==> src/rtl/svo_axis_timing_pkg.sv <==
// Shared definitions for the SVO raster-timing stage: state encoding,
// output tuser bit positions and a small window-decode helper.
package svo_axis_timing_pkg;

    typedef enum logic [1:0] {
        ST_SYNC = 2'd0,
        ST_RUN  = 2'd1,
        ST_SKIP = 2'd2
    } state_t;

    localparam int TU_SOF   = 0;
    localparam int TU_HSYNC = 1;
    localparam int TU_VSYNC = 2;
    localparam int TU_BLANK = 3;
    localparam int TU_W     = 4;

    // True when lo <= x < lo+len.
    function automatic logic in_window(input int x, input int lo, input int len);
        return (x >= lo) && (x < lo + len);
    endfunction

endpackage

==> src/rtl/svo_axis_timing_if.sv <==
// AXI-Stream bundle used for both the pixel input and the raster output.
interface svo_axis_timing_if #(
    parameter int DW = 18,
    parameter int UW = 1
);
    logic          tvalid;
    logic          tready;
    logic [DW-1:0] tdata;
    logic [UW-1:0] tuser;

    modport master (output tvalid, output tdata, output tuser, input tready);
    modport slave  (input tvalid, input tdata, input tuser, output tready);
endinterface

==> src/rtl/svo_raster_cnt.sv <==
// Row-major h/v raster counters with enable, wrap flag and position decode.
module svo_raster_cnt
    import svo_axis_timing_pkg::*;
#(
    parameter int HOR_PIXELS      = 640,
    parameter int HOR_FRONT_PORCH = 16,
    parameter int HOR_SYNC        = 96,
    parameter int HOR_BACK_PORCH  = 48,
    parameter int VER_PIXELS      = 480,
    parameter int VER_FRONT_PORCH = 10,
    parameter int VER_SYNC        = 2,
    parameter int VER_BACK_PORCH  = 33
) (
    input  logic clk,
    input  logic reset,
    input  logic en_i,
    output logic active_o,
    output logic hsync_o,
    output logic vsync_o,
    output logic fstart_o,
    output logic wrap_o
);
    localparam int H_TOTAL = HOR_PIXELS + HOR_FRONT_PORCH + HOR_SYNC + HOR_BACK_PORCH;
    localparam int V_TOTAL = VER_PIXELS + VER_FRONT_PORCH + VER_SYNC + VER_BACK_PORCH;
    localparam int HW = ($clog2(H_TOTAL) > 0) ? $clog2(H_TOTAL) : 1;
    localparam int VW = ($clog2(V_TOTAL) > 0) ? $clog2(V_TOTAL) : 1;
    localparam logic [HW-1:0] H_LAST = HW'(H_TOTAL - 1);
    localparam logic [VW-1:0] V_LAST = VW'(V_TOTAL - 1);

    logic [HW-1:0] h_q, h_d;
    logic [VW-1:0] v_q, v_d;
    logic          h_last, v_last;

    assign h_last   = (h_q == H_LAST);
    assign v_last   = (v_q == V_LAST);
    assign wrap_o   = h_last && v_last;
    assign fstart_o = (h_q == '0) && (v_q == '0);
    assign active_o = (int'(h_q) < HOR_PIXELS) && (int'(v_q) < VER_PIXELS);
    assign hsync_o  = in_window(int'(h_q), HOR_PIXELS + HOR_FRONT_PORCH, HOR_SYNC);
    assign vsync_o  = in_window(int'(v_q), VER_PIXELS + VER_FRONT_PORCH, VER_SYNC);

    // Next position: advance h, carry into v at end of line, wrap at end of frame.
    always_comb begin
        h_d = h_q;
        v_d = v_q;
        if (en_i) begin
            if (h_last) begin
                h_d = '0;
                v_d = v_last ? '0 : v_q + 1'b1;
            end else begin
                h_d = h_q + 1'b1;
            end
        end
    end

    // Counter registers.
    always_ff @(posedge clk) begin
        if (reset) begin
            h_q <= '0;
            v_q <= '0;
        end else begin
            h_q <= h_d;
            v_q <= v_d;
        end
    end
endmodule

==> src/rtl/svo_axis_timing.sv <==
// Turns a framed pixel stream into a full raster (active + blanking) with
// sync flags, locking onto the SOF flag and realigning on bad frame lengths.
module svo_axis_timing
    import svo_axis_timing_pkg::*;
#(
    parameter int HOR_PIXELS      = 640,
    parameter int HOR_FRONT_PORCH = 16,
    parameter int HOR_SYNC        = 96,
    parameter int HOR_BACK_PORCH  = 48,
    parameter int VER_PIXELS      = 480,
    parameter int VER_FRONT_PORCH = 10,
    parameter int VER_SYNC        = 2,
    parameter int VER_BACK_PORCH  = 33,
    parameter int BITS_PER_PIXEL  = 18
) (
    input  logic               clk,
    input  logic               reset,
    svo_axis_timing_if.slave   in_axis,
    svo_axis_timing_if.master  out_axis,
    output logic               locked,
    output logic               err_sof_early,
    output logic               err_sof_missing
);
    state_t                    state_q, state_d;
    logic                      from_run_q, from_run_d;
    logic                      out_valid_q, out_valid_d;
    logic [BITS_PER_PIXEL-1:0] out_data_q, out_data_d;
    logic [TU_W-1:0]           out_user_q, out_user_d;
    logic                      early_q, early_d;
    logic                      missing_q, missing_d;

    logic active, hsync, vsync, fstart, wrap;
    logic slot_free, mid_sof, in_ready, emit, emit_pix;
    logic [TU_W-1:0] beat_user;

    svo_raster_cnt #(
        .HOR_PIXELS      (HOR_PIXELS),
        .HOR_FRONT_PORCH (HOR_FRONT_PORCH),
        .HOR_SYNC        (HOR_SYNC),
        .HOR_BACK_PORCH  (HOR_BACK_PORCH),
        .VER_PIXELS      (VER_PIXELS),
        .VER_FRONT_PORCH (VER_FRONT_PORCH),
        .VER_SYNC        (VER_SYNC),
        .VER_BACK_PORCH  (VER_BACK_PORCH)
    ) u_raster (
        .clk      (clk),
        .reset    (reset),
        .en_i     (emit),
        .active_o (active),
        .hsync_o  (hsync),
        .vsync_o  (vsync),
        .fstart_o (fstart),
        .wrap_o   (wrap)
    );

    // Next-state, input acceptance and output beat selection.
    always_comb begin
        slot_free   = !out_valid_q || out_axis.tready;
        mid_sof     = in_axis.tvalid && in_axis.tuser[0] && !fstart;
        in_ready    = slot_free && ((state_q == ST_SYNC) ||
                                    ((state_q == ST_RUN) && active && !mid_sof));
        state_d     = state_q;
        from_run_d  = from_run_q;
        out_valid_d = out_valid_q && !out_axis.tready;
        out_data_d  = out_data_q;
        out_user_d  = out_user_q;
        early_d     = 1'b0;
        missing_d   = 1'b0;
        emit        = 1'b0;
        emit_pix    = 1'b0;
        beat_user   = '0;
        beat_user[TU_SOF]   = fstart;
        beat_user[TU_HSYNC] = hsync;
        beat_user[TU_VSYNC] = vsync;
        beat_user[TU_BLANK] = !active;

        if (slot_free) begin
            case (state_q)
                ST_SYNC: begin
                    if (in_axis.tvalid) begin
                        if (in_axis.tuser[0]) begin
                            emit       = 1'b1;
                            emit_pix   = 1'b1;
                            state_d    = ST_RUN;
                            from_run_d = 1'b0;
                        end else begin
                            // Leftover beats of an over-long frame are flushed here.
                            missing_d = from_run_q;
                        end
                    end
                end
                ST_RUN: begin
                    if (!active) begin
                        emit = 1'b1;
                    end else if (mid_sof) begin
                        // Short frame: pad the rest with black and keep the SOF for SYNC.
                        emit    = 1'b1;
                        early_d = 1'b1;
                        state_d = ST_SKIP;
                    end else if (in_axis.tvalid) begin
                        emit     = 1'b1;
                        emit_pix = 1'b1;
                    end
                end
                ST_SKIP: emit = 1'b1;
                default: state_d = ST_SYNC;
            endcase
        end

        if (emit) begin
            out_valid_d = 1'b1;
            out_data_d  = emit_pix ? in_axis.tdata : '0;
            out_user_d  = beat_user;
            if (wrap) begin
                state_d    = ST_SYNC;
                from_run_d = (state_q == ST_RUN);
            end
        end
    end

    // State and registered output beat; reset drops any beat in flight.
    always_ff @(posedge clk) begin
        if (reset) begin
            state_q     <= ST_SYNC;
            from_run_q  <= 1'b0;
            out_valid_q <= 1'b0;
            out_data_q  <= '0;
            out_user_q  <= '0;
            early_q     <= 1'b0;
            missing_q   <= 1'b0;
        end else begin
            state_q     <= state_d;
            from_run_q  <= from_run_d;
            out_valid_q <= out_valid_d;
            out_data_q  <= out_data_d;
            out_user_q  <= out_user_d;
            early_q     <= early_d;
            missing_q   <= missing_d;
        end
    end

    assign in_axis.tready   = in_ready;
    assign out_axis.tvalid  = out_valid_q;
    assign out_axis.tdata   = out_data_q;
    assign out_axis.tuser   = out_user_q;
    assign locked           = (state_q != ST_SYNC);
    assign err_sof_early    = early_q;
    assign err_sof_missing  = missing_q;
endmodule

==> src/flat_wrapper.sv <==
// flat-port wrapper written by rule: the top's interface ports become plain ports
module svo_axis_timing_flat import svo_axis_timing_pkg::*;
#(
    parameter int HOR_PIXELS      = 640,
    parameter int HOR_FRONT_PORCH = 16,
    parameter int HOR_SYNC        = 96,
    parameter int HOR_BACK_PORCH  = 48,
    parameter int VER_PIXELS      = 480,
    parameter int VER_FRONT_PORCH = 10,
    parameter int VER_SYNC        = 2,
    parameter int VER_BACK_PORCH  = 33,
    parameter int BITS_PER_PIXEL  = 18
)
  (clk, reset, locked, err_sof_early, err_sof_missing, in_axis_tvalid, in_axis_tdata, in_axis_tuser, in_axis_tready, out_axis_tvalid, out_axis_tdata, out_axis_tuser, out_axis_tready);
  svo_axis_timing_if #(.DW((18)), .UW(1)) in_axis_i ();
  svo_axis_timing_if #(.DW((18)), .UW(4)) out_axis_i ();
  input  logic clk;
  input  logic reset;
  output logic locked;
  output logic err_sof_early;
  output logic err_sof_missing;
  input wire logic [$bits(in_axis_i.tvalid)-1:0] in_axis_tvalid;
  input wire logic [$bits(in_axis_i.tdata)-1:0] in_axis_tdata;
  input wire logic [$bits(in_axis_i.tuser)-1:0] in_axis_tuser;
  output wire logic [$bits(in_axis_i.tready)-1:0] in_axis_tready;
  output wire logic [$bits(out_axis_i.tvalid)-1:0] out_axis_tvalid;
  output wire logic [$bits(out_axis_i.tdata)-1:0] out_axis_tdata;
  output wire logic [$bits(out_axis_i.tuser)-1:0] out_axis_tuser;
  input wire logic [$bits(out_axis_i.tready)-1:0] out_axis_tready;
  assign in_axis_i.tvalid = in_axis_tvalid;
  assign in_axis_i.tdata = in_axis_tdata;
  assign in_axis_i.tuser = in_axis_tuser;
  assign in_axis_tready = in_axis_i.tready;
  assign out_axis_tvalid = out_axis_i.tvalid;
  assign out_axis_tdata = out_axis_i.tdata;
  assign out_axis_tuser = out_axis_i.tuser;
  assign out_axis_i.tready = out_axis_tready;
  svo_axis_timing #(.HOR_PIXELS(HOR_PIXELS), .HOR_FRONT_PORCH(HOR_FRONT_PORCH), .HOR_SYNC(HOR_SYNC), .HOR_BACK_PORCH(HOR_BACK_PORCH), .VER_PIXELS(VER_PIXELS), .VER_FRONT_PORCH(VER_FRONT_PORCH), .VER_SYNC(VER_SYNC), .VER_BACK_PORCH(VER_BACK_PORCH), .BITS_PER_PIXEL(BITS_PER_PIXEL)) u_core (.clk(clk), .reset(reset), .in_axis(in_axis_i), .out_axis(out_axis_i), .locked(locked), .err_sof_early(err_sof_early), .err_sof_missing(err_sof_missing));
endmodule
==> config.mk <==
export PLATFORM = sky130hd
export DESIGN_NAME = svo_axis_timing_flat
export DESIGN_NICKNAME = d
export VERILOG_FILES = /design/src/rtl/svo_axis_timing_pkg.sv /design/src/rtl/svo_axis_timing_if.sv /design/src/rtl/svo_raster_cnt.sv /design/src/rtl/svo_axis_timing.sv /design/src/flat_wrapper.sv
export SDC_FILE = /design/constraint.sdc
export NUM_CORES = 1
export LEC_CHECK = 0
export ABC_AREA = 1
export ABC_CLOCK_PERIOD_IN_PS = 3410
export CAP_MARGIN = 25
export CORE_UTILIZATION = 55
export DETAILED_ROUTE_END_ITERATION = 7
export PLACE_DENSITY_LB_ADDON = 0.2
export SYNTH_ARGS = -nofsm -noshare
export SYNTH_HDL_FRONTEND = slang
export SYNTH_SLANG_ARGS = --single-unit
==> constraint.sdc <==
create_clock -name clk -period 3.41 [get_ports clk]
set_input_delay 0.682 -clock clk [delete_from_list [all_inputs] [get_ports clk]]
set_output_delay 0.682 -clock clk [all_outputs]
set_load 0.01 [all_outputs]
==> results.md, run 1 <==
- Status: complete, no violations
- Reg power frac: 53.6%
- Synth-to-Final Area Change: 23.6%
- Crit-path most repeated cell: nand3_1
- Worst slew margin: 69.9%
- Startpoint Class: register
- Post-CTS Setup Repair Bufs: 0
- Leak: 1.19 nW
- Share of cells above drive strength 1: 7.44%
- Routed Antenna Nets: 0
- Post-synthesis average cell area: 6.95 um^2
- Ys flop type: dfxtp_1
- Post-CTS Hold Fix Bufs: 0
- WP data required: 2.73 ns
- Clk slew on worst S/H paths: 0.09 ns
- Routed via count: 2424
- Period minus WS final: 2.88 ns
- Max-cap violations: 0
- Yosys top cell by area: dfxtp_1
- Half-perimeter wire length after placement: 3.90 mm
- Die ar.: 4780 um^2
- P per Cell Area: 364 nW/um^2
- Netlist cell types: 33
- Syn_nets: 384
- Crit-path cells: inv_1, ha_1, nand3_1, nor2_1, nand3_1, nand2_1, nand3_1, a21oi_1, clkdlybuf4s50_1
- Sequential cell area fraction in the yosys report: 38.7%
- Final period utilization: 84.4%
- Core box area: 4350 um^2
- Min Hold Slack: 0.465 ns
- Routed Wire Length: 5.53 mm
- VDD IR max: 256 uV
- Gr ovfl total: 0
- Row count: 24
- First drt pass iteration count: 4
- Post-synth EDFFs: 0
- Fmax: 347 MHz
- Largest net degree at the start of global routing: 37
- Setup Skew: 0.00569 ns
- WP buf/inv: 2
- Clk sinks: 48
- CTS Buf Count: 5
- # port buffers: 49
- Setup Viol. Count Final: 0
- Die width: 69.2 um
- Switching Share: 27.3%
- Setup TNS: 0 ns
- Critical Path End Type: output port
- DRC viols: 0
- Clock buffer depth: 2
- Initial DRC count: 168
- Synth Register Bits: 48
- CTS tree: done
- Total track usage: 24.1%
- CP arrival: 2.20 ns
- Ys async rst share: 0%
- Count leader, synth: nand2_1
- Number of global-route vias before repair: 2122
- Layout Nets: 430
- First-pass GRT wire length: 9.44 mm
- HP Class: register to register
- Synthesized area: 2480 um^2
- Initial antenna violation count: 0
- Diodes inserted: 0
- Critical path's slowest cell: clkdlybuf4s50_1
- CTS root buf: clkbuf_8
- Cell-internal power: 0.000812 W
- Max FO, Critical Path: 5
- Synth Warn #: 0
- Synth top area share: 38.7%
- Die height: 69.2 um
- Clock power frac: 29.5%
- Top cells by area, synth: dfxtp_1, nand2_1, a21oi_1
- Post-Synthesis Cells: 357
- Routed vias/inst: 5.33
- Htree depth: 2
- Combinational share of power: 16.9%
- Worst setup path category: register to output port
- Num ports: 50
- Net Sw Power: 0.000305 W
- Clock network latency to the later pin of the worst-skew pair: 0.30 ns
- Most frequent cells after synthesis: nand2_1, dfxtp_1, a21oi_1
- GPL Wtd Cong: 0.849
- Gates resized, CTS repair: 0
- Wire per inst: 12.2 um
- Final Max Tran Viols: 0
- Least-Margin Pin Slew: 0.447 ns
- RSZ-0062 raised after global routing: no
- Top delay family on crit path: buffers and inverters
- Initial core utilization: 57.0%
- Critical path's largest stage delay: 0.55 ns
- Final hold vios: 0
==> placed cells by master (no fill, tap or decap), types with 4 or more instances in the layout <==
| cell | n |
|---|---|
| clkbuf_8 | 5 |
| o21ai_0 | 10 |
| inv_1 | 31 |
| nor3_1 | 8 |
| nand2_1 | 94 |
| nor2_1 | 28 |
| clkdlybuf4s50_1 | 49 |
| ha_1 | 4 |
| dfxtp_1 | 48 |
| nand3_1 | 33 |
| a21oi_1 | 44 |
| nand4_1 | 4 |
| xor2_1 | 9 |
==> stage by stage <==
step	utilization, %	cell area [um^2]	setup slack [ns]	total power (W)	std cells
floorplan	-	2480	1.46	0.000716	357
global placement	68.5	2980	0.665	0.000796	448
detailed placement	68.5	2980	0.615	0.000799	448
CTS	70.4	3070	0.538	0.00112	455
global route	70.4	3070	0.380	0.00117	455
finish	70.4	3070	0.531	0.00112	455
==> worst register-to-register path, delay by kind of cell, from the launching register on <==
| kind | cells | cell delay [ns] |
|---|---|---|
| buf+inv | 1 | 0.25 |
| fa+ha+maj | 1 | 0.26 |
| flops | 1 | 0.43 |
| simple gates | 4 | 0.94 |
| compound gates | 1 | 0.13 |
==> logic make-up after synthesis <==
| kind of cell | share of synthesized area (%) |
|---|---|
| compound gates | 12.6 |
| xor+xnor | 3.53 |
| fa+ha+maj | 2.02 |
| buf+inv | 8.67 |
| flops | 38.7 |
| simple gates | 34.5 |
==> power by group through the flow <==
stage / registers [W] / logic, W / clock network (W)
after floorplan: 0.000619 / 0.0000970 / 0
after global placement: 0.000610 / 0.000186 / 0
after detailed placement: 0.000611 / 0.000188 / 0
after CTS: 0.000598 / 0.000189 / 0.000335
after global routing: 0.000601 / 0.000207 / 0.000359
final: 0.000598 / 0.000189 / 0.000330
==> registers in the layout, summed over array words and instances (netlist names) <==
register and cells:
u_core.out_axis.tvalid 1, u_core.err_sof_missing 1, u_core.out_axis.tdata 18, u_core.u_raster.v_q 10, u_core.from_run_q 1, u_core.state_q 2
u_core.u_raster.h_q 10, u_core.out_axis.tuser 4, u_core.err_sof_early 1
==> routing by layer <==
layer | global-route usage (%) | share of wire (%) | vias to the layer above
li1 | - | - | 1246
met1 | 33.1 | 47 | 1110
met2 | 37.2 | 47 | 59
met3 | 3.95 | 4.6 | 9
met4 | 10.4 | 1.9 | 0
met5 | 0 | 0 | -
==> worst paths after layout <==
check                                         from                               endpoint  slack (ns)  depth (start not counted)
min reg2reg  u_core.out_axis.tuser[1]$_SDFFE_PP0N_  u_core.out_axis.tuser[1]$_SDFFE_PP0N_        0.47                          2
max            u_core.u_raster.h_q[0]$_SDFFE_PP0N_                         in_axis_tready        0.53                          9
min          u_core.out_axis.tuser[1]$_SDFFE_PP0N_  u_core.out_axis.tuser[1]$_SDFFE_PP0N_        0.47                          2
max reg2reg    u_core.u_raster.h_q[0]$_SDFFE_PP0N_    u_core.u_raster.v_q[0]$_SDFFE_PP0P_        1.35                          7
==> area by class of cell <==
class | instances | area, um^2
tap | 52 | 65.1
fill | 385 | 1290
clock inverter | 2 | 12.5
sequential | 48 | 961
clock buffer | 5 | 68.8
timing repair buffer | 52 | 513
multi-input combinational | 260 | 1310
inverter | 36 | 140
(Power assumes the default switching activity.)
==> run 2, diff against run 1 <==
--- a/config.mk
+++ b/config.mk
@@ -6,9 +6,9 @@
 export NUM_CORES = 1
 export LEC_CHECK = 0
 export ABC_AREA = 1
-export ABC_CLOCK_PERIOD_IN_PS = 3410
+export ABC_CLOCK_PERIOD_IN_PS = 2500
 export CAP_MARGIN = 25
-export CORE_UTILIZATION = 55
+export CORE_UTILIZATION = 46
 export DETAILED_ROUTE_END_ITERATION = 7
 export PLACE_DENSITY_LB_ADDON = 0.2
 export SYNTH_ARGS = -nofsm -noshare
==> constraint.sdc (replaced) <==
create_clock -name clk -period 2.5 [get_ports clk]
set_input_delay 0.5 -clock clk [delete_from_list [all_inputs] [get_ports clk]]
set_output_delay 0.5 -clock clk [all_outputs]
set_load 0.01 [all_outputs]
==> run 2 against run 1 <==
Effect of this change: clock power rose by 49%; die area rose by 19%; routed wire length rose by 4.2%; first-iteration DRC count fell by 33%; count of clock-buffer cells in the layout rose by 1; highest routed layer unchanged; sequential power rose by 36%; cell count rose by 5.1%; power rose by 41%; global-route usage fell by 3.0 points; flip-flop and latch count did not move; register-to-register slack got worse by 0.68 ns.
==> results.md, run 2 (same netlist as run 1, synthesis figures left out) <==
- Max-cap violations: 0 (unchanged)
- CTS Buf Count: 5 (unchanged)
- GPL Wtd Cong: 0.898 (+5.7%)
- Status: complete, no violations
- Setup TNS: 0 ns (unchanged)
- CTS root buf: clkbuf_8
- Gr ovfl total: 0 (unchanged)
- Setup Skew: 0.00608 ns (+0.000386 ns)
- Multi-input gate area: 1310 um^2 (+0.38%)
- Diodes inserted: 0 (unchanged)
- Routed Antenna Nets: 0 (unchanged)
- Startpoint Class: register
- Routed via count: 2400 (-0.99%)
- Final Max Tran Viols: 0 (unchanged)
- Post-CTS Hold Fix Bufs: 0 (unchanged)
- RSZ-0062 raised after global routing: no
- Synth-to-Final Area Change: 26.4%
- P per Cell Area: 501 nW/um^2 (+38%)
- CP arrival: 1.83 ns (-0.37 ns)
- Total track usage: 21.0% (-3.0 points)
- Commonest non-fill, non-tap cells in the layout: nand2_1, clkdlybuf4s50_1, dfxtp_1, a21oi_1, nand3_1
- HP Class: register to register
- First drt pass iteration count: 4 (unchanged)
- CTS tree: done
- Clk sinks: 48 (unchanged)
- R2R depth: 7 (unchanged)
- Die width: 75.4 um (+9.1%)
- Fill cell count: 496 (+29%)
- Max FO, Critical Path: 5 (unchanged)
- Setup Viol. Count Final: 0 (unchanged)
- Htree depth: 2 (unchanged)
- Worst setup path category: register to output port
- Leak: 1.23 nW (+2.9%)
- Period minus WS final: 2.33 ns
- Critical Path End Type: output port
- Die ar.: 5690 um^2 (+19%)
- Initial antenna violation count: 0 (unchanged)
- Layout Nets: 434 (+0.93%)
- Register Area: 961 um^2 (unchanged)
- Clock buffer depth: 2 (unchanged)
- Row count: 26 (+8.3%)
- VDD IR max: 338 uV (+32%)
- Post-CTS Setup Repair Bufs: 0 (unchanged)
- Number of global-route vias before repair: 2012 (-5.2%)
- DRC viols: 0 (unchanged)
- Clock network latency to the later pin of the worst-skew pair: 0.30 ns (about the same)
- Gates resized, CTS repair: 1 (+1)
- Least-Margin Pin Slew: 0.447 ns (+0.000285 ns)
- Largest net degree at the start of global routing: 25 (-32%)
- Initial DRC count: 113 (-33%)
- Min-Delay Path Depth: 2 (unchanged)
- Worst slew margin: 69.9% (about the same)
- Final core utilization: 61.0% (-9.4 points)
- Routed Wire Length: 5.77 mm (+4.2%)
- Wire per inst: 12.1 um (-0.77%)
- Final period utilization: 93.0%
- Clk slew on worst S/H paths: 0.09 ns (about the same)
- Most common cell after layout, fill and taps aside: nand2_1
- Fmax: 430 MHz
- Half-perimeter wire length after placement: 4.21 mm (+8.1%)
- Core box area: 5140 um^2 (+18%)
- First-pass GRT wire length: 9.23 mm (-2.2%)
- Final hold vios: 0 (unchanged)
- # port buffers: 49 (unchanged)
- Initial core utilization: 48.3% (-8.7 points)
- Largest register FFs: 18 (unchanged)
- WP data required: 2.00 ns (-0.73 ns)
- Share of cells above drive strength 1: 9.07% (+1.6 points)
- Die height: 75.4 um (+9.1%)
- Routed vias/inst: 5.02 (-5.8%)
- Num ports: 50 (unchanged)
run 2: per-stage QoR:
step | std cells | hold slack, ns | power, W | cell area, um^2 | setup WS, ns
2_1_floorplan | 357 | 0.440 | 0.000977 | 2480 | 0.802
3_3_place_gp | 470 | 0.450 | 0.00110 | 3040 | 0.0973
3_5_place_dp | 470 | 0.457 | 0.00110 | 3040 | 0.101
4_1_cts | 478 | 0.470 | 0.00159 | 3130 | 0.149
5_1_grt | 478 | 0.488 | 0.00165 | 3140 | 0.0144
6_report | 478 | 0.467 | 0.00157 | 3140 | 0.174
run 2: critical path: stages, from the launching register on:
cell	delay, ns
dfxtp_1	0.36
inv_1	0.09
ha_1	0.19
nand3_1	0.09
nor2_1	0.13
nand3_2	0.12
nand2_1	0.09
nand3_1	0.07
a21oi_1	0.11
dlygate4sd2_1	0.28
run 2: routing by layer:
metal  wire [um]  global-route usage [%]  vias up  share of wire (%)
met5           0                       0        -                  0
met4          55                    4.94        0               0.95
met1        2830                    29.6     1101                 49
met3         235                    4.76        6                4.1
li1            -                       -     1256                  -
met2        2640                    32.8       37                 46
run 2: final timing paths:
path / start / endpoint / slack [ns]
setup / recovery: u_core.u_raster.v_q[1]$_SDFFE_PP0P_ / in_axis_tready / 0.17
hold reg to reg: u_core.out_axis.tdata[11]$_SDFFE_PP0N_ / u_core.out_axis.tdata[11]$_SDFFE_PP0N_ / 0.47
setup reg to reg: u_core.u_raster.h_q[0]$_SDFFE_PP0N_ / u_core.u_raster.v_q[3]$_SDFFE_PP0P_ / 0.67
hold / removal: u_core.out_axis.tdata[11]$_SDFFE_PP0N_ / u_core.out_axis.tdata[11]$_SDFFE_PP0N_ / 0.47
run 2: cell type report:
cell class              count  area share [%]
clock buffers               6            2.63
repair buffers             56            17.3
flip-flops and latches     48            30.6
well taps                  70            2.79
clock inverters             2           0.439
multi-input cells         260            41.8
inverters                  36            4.47
run 2: power by group:
group / switching (W) / internal (W) / leakage (nW)
combinational: 0.000139 / 0.000126 / 0.785
sequential: 0.0000188 / 0.000797 / 0.390
clock: 0.000265 / 0.000227 / 0.0516
total: 0.000423 / 0.00115 / 1.23
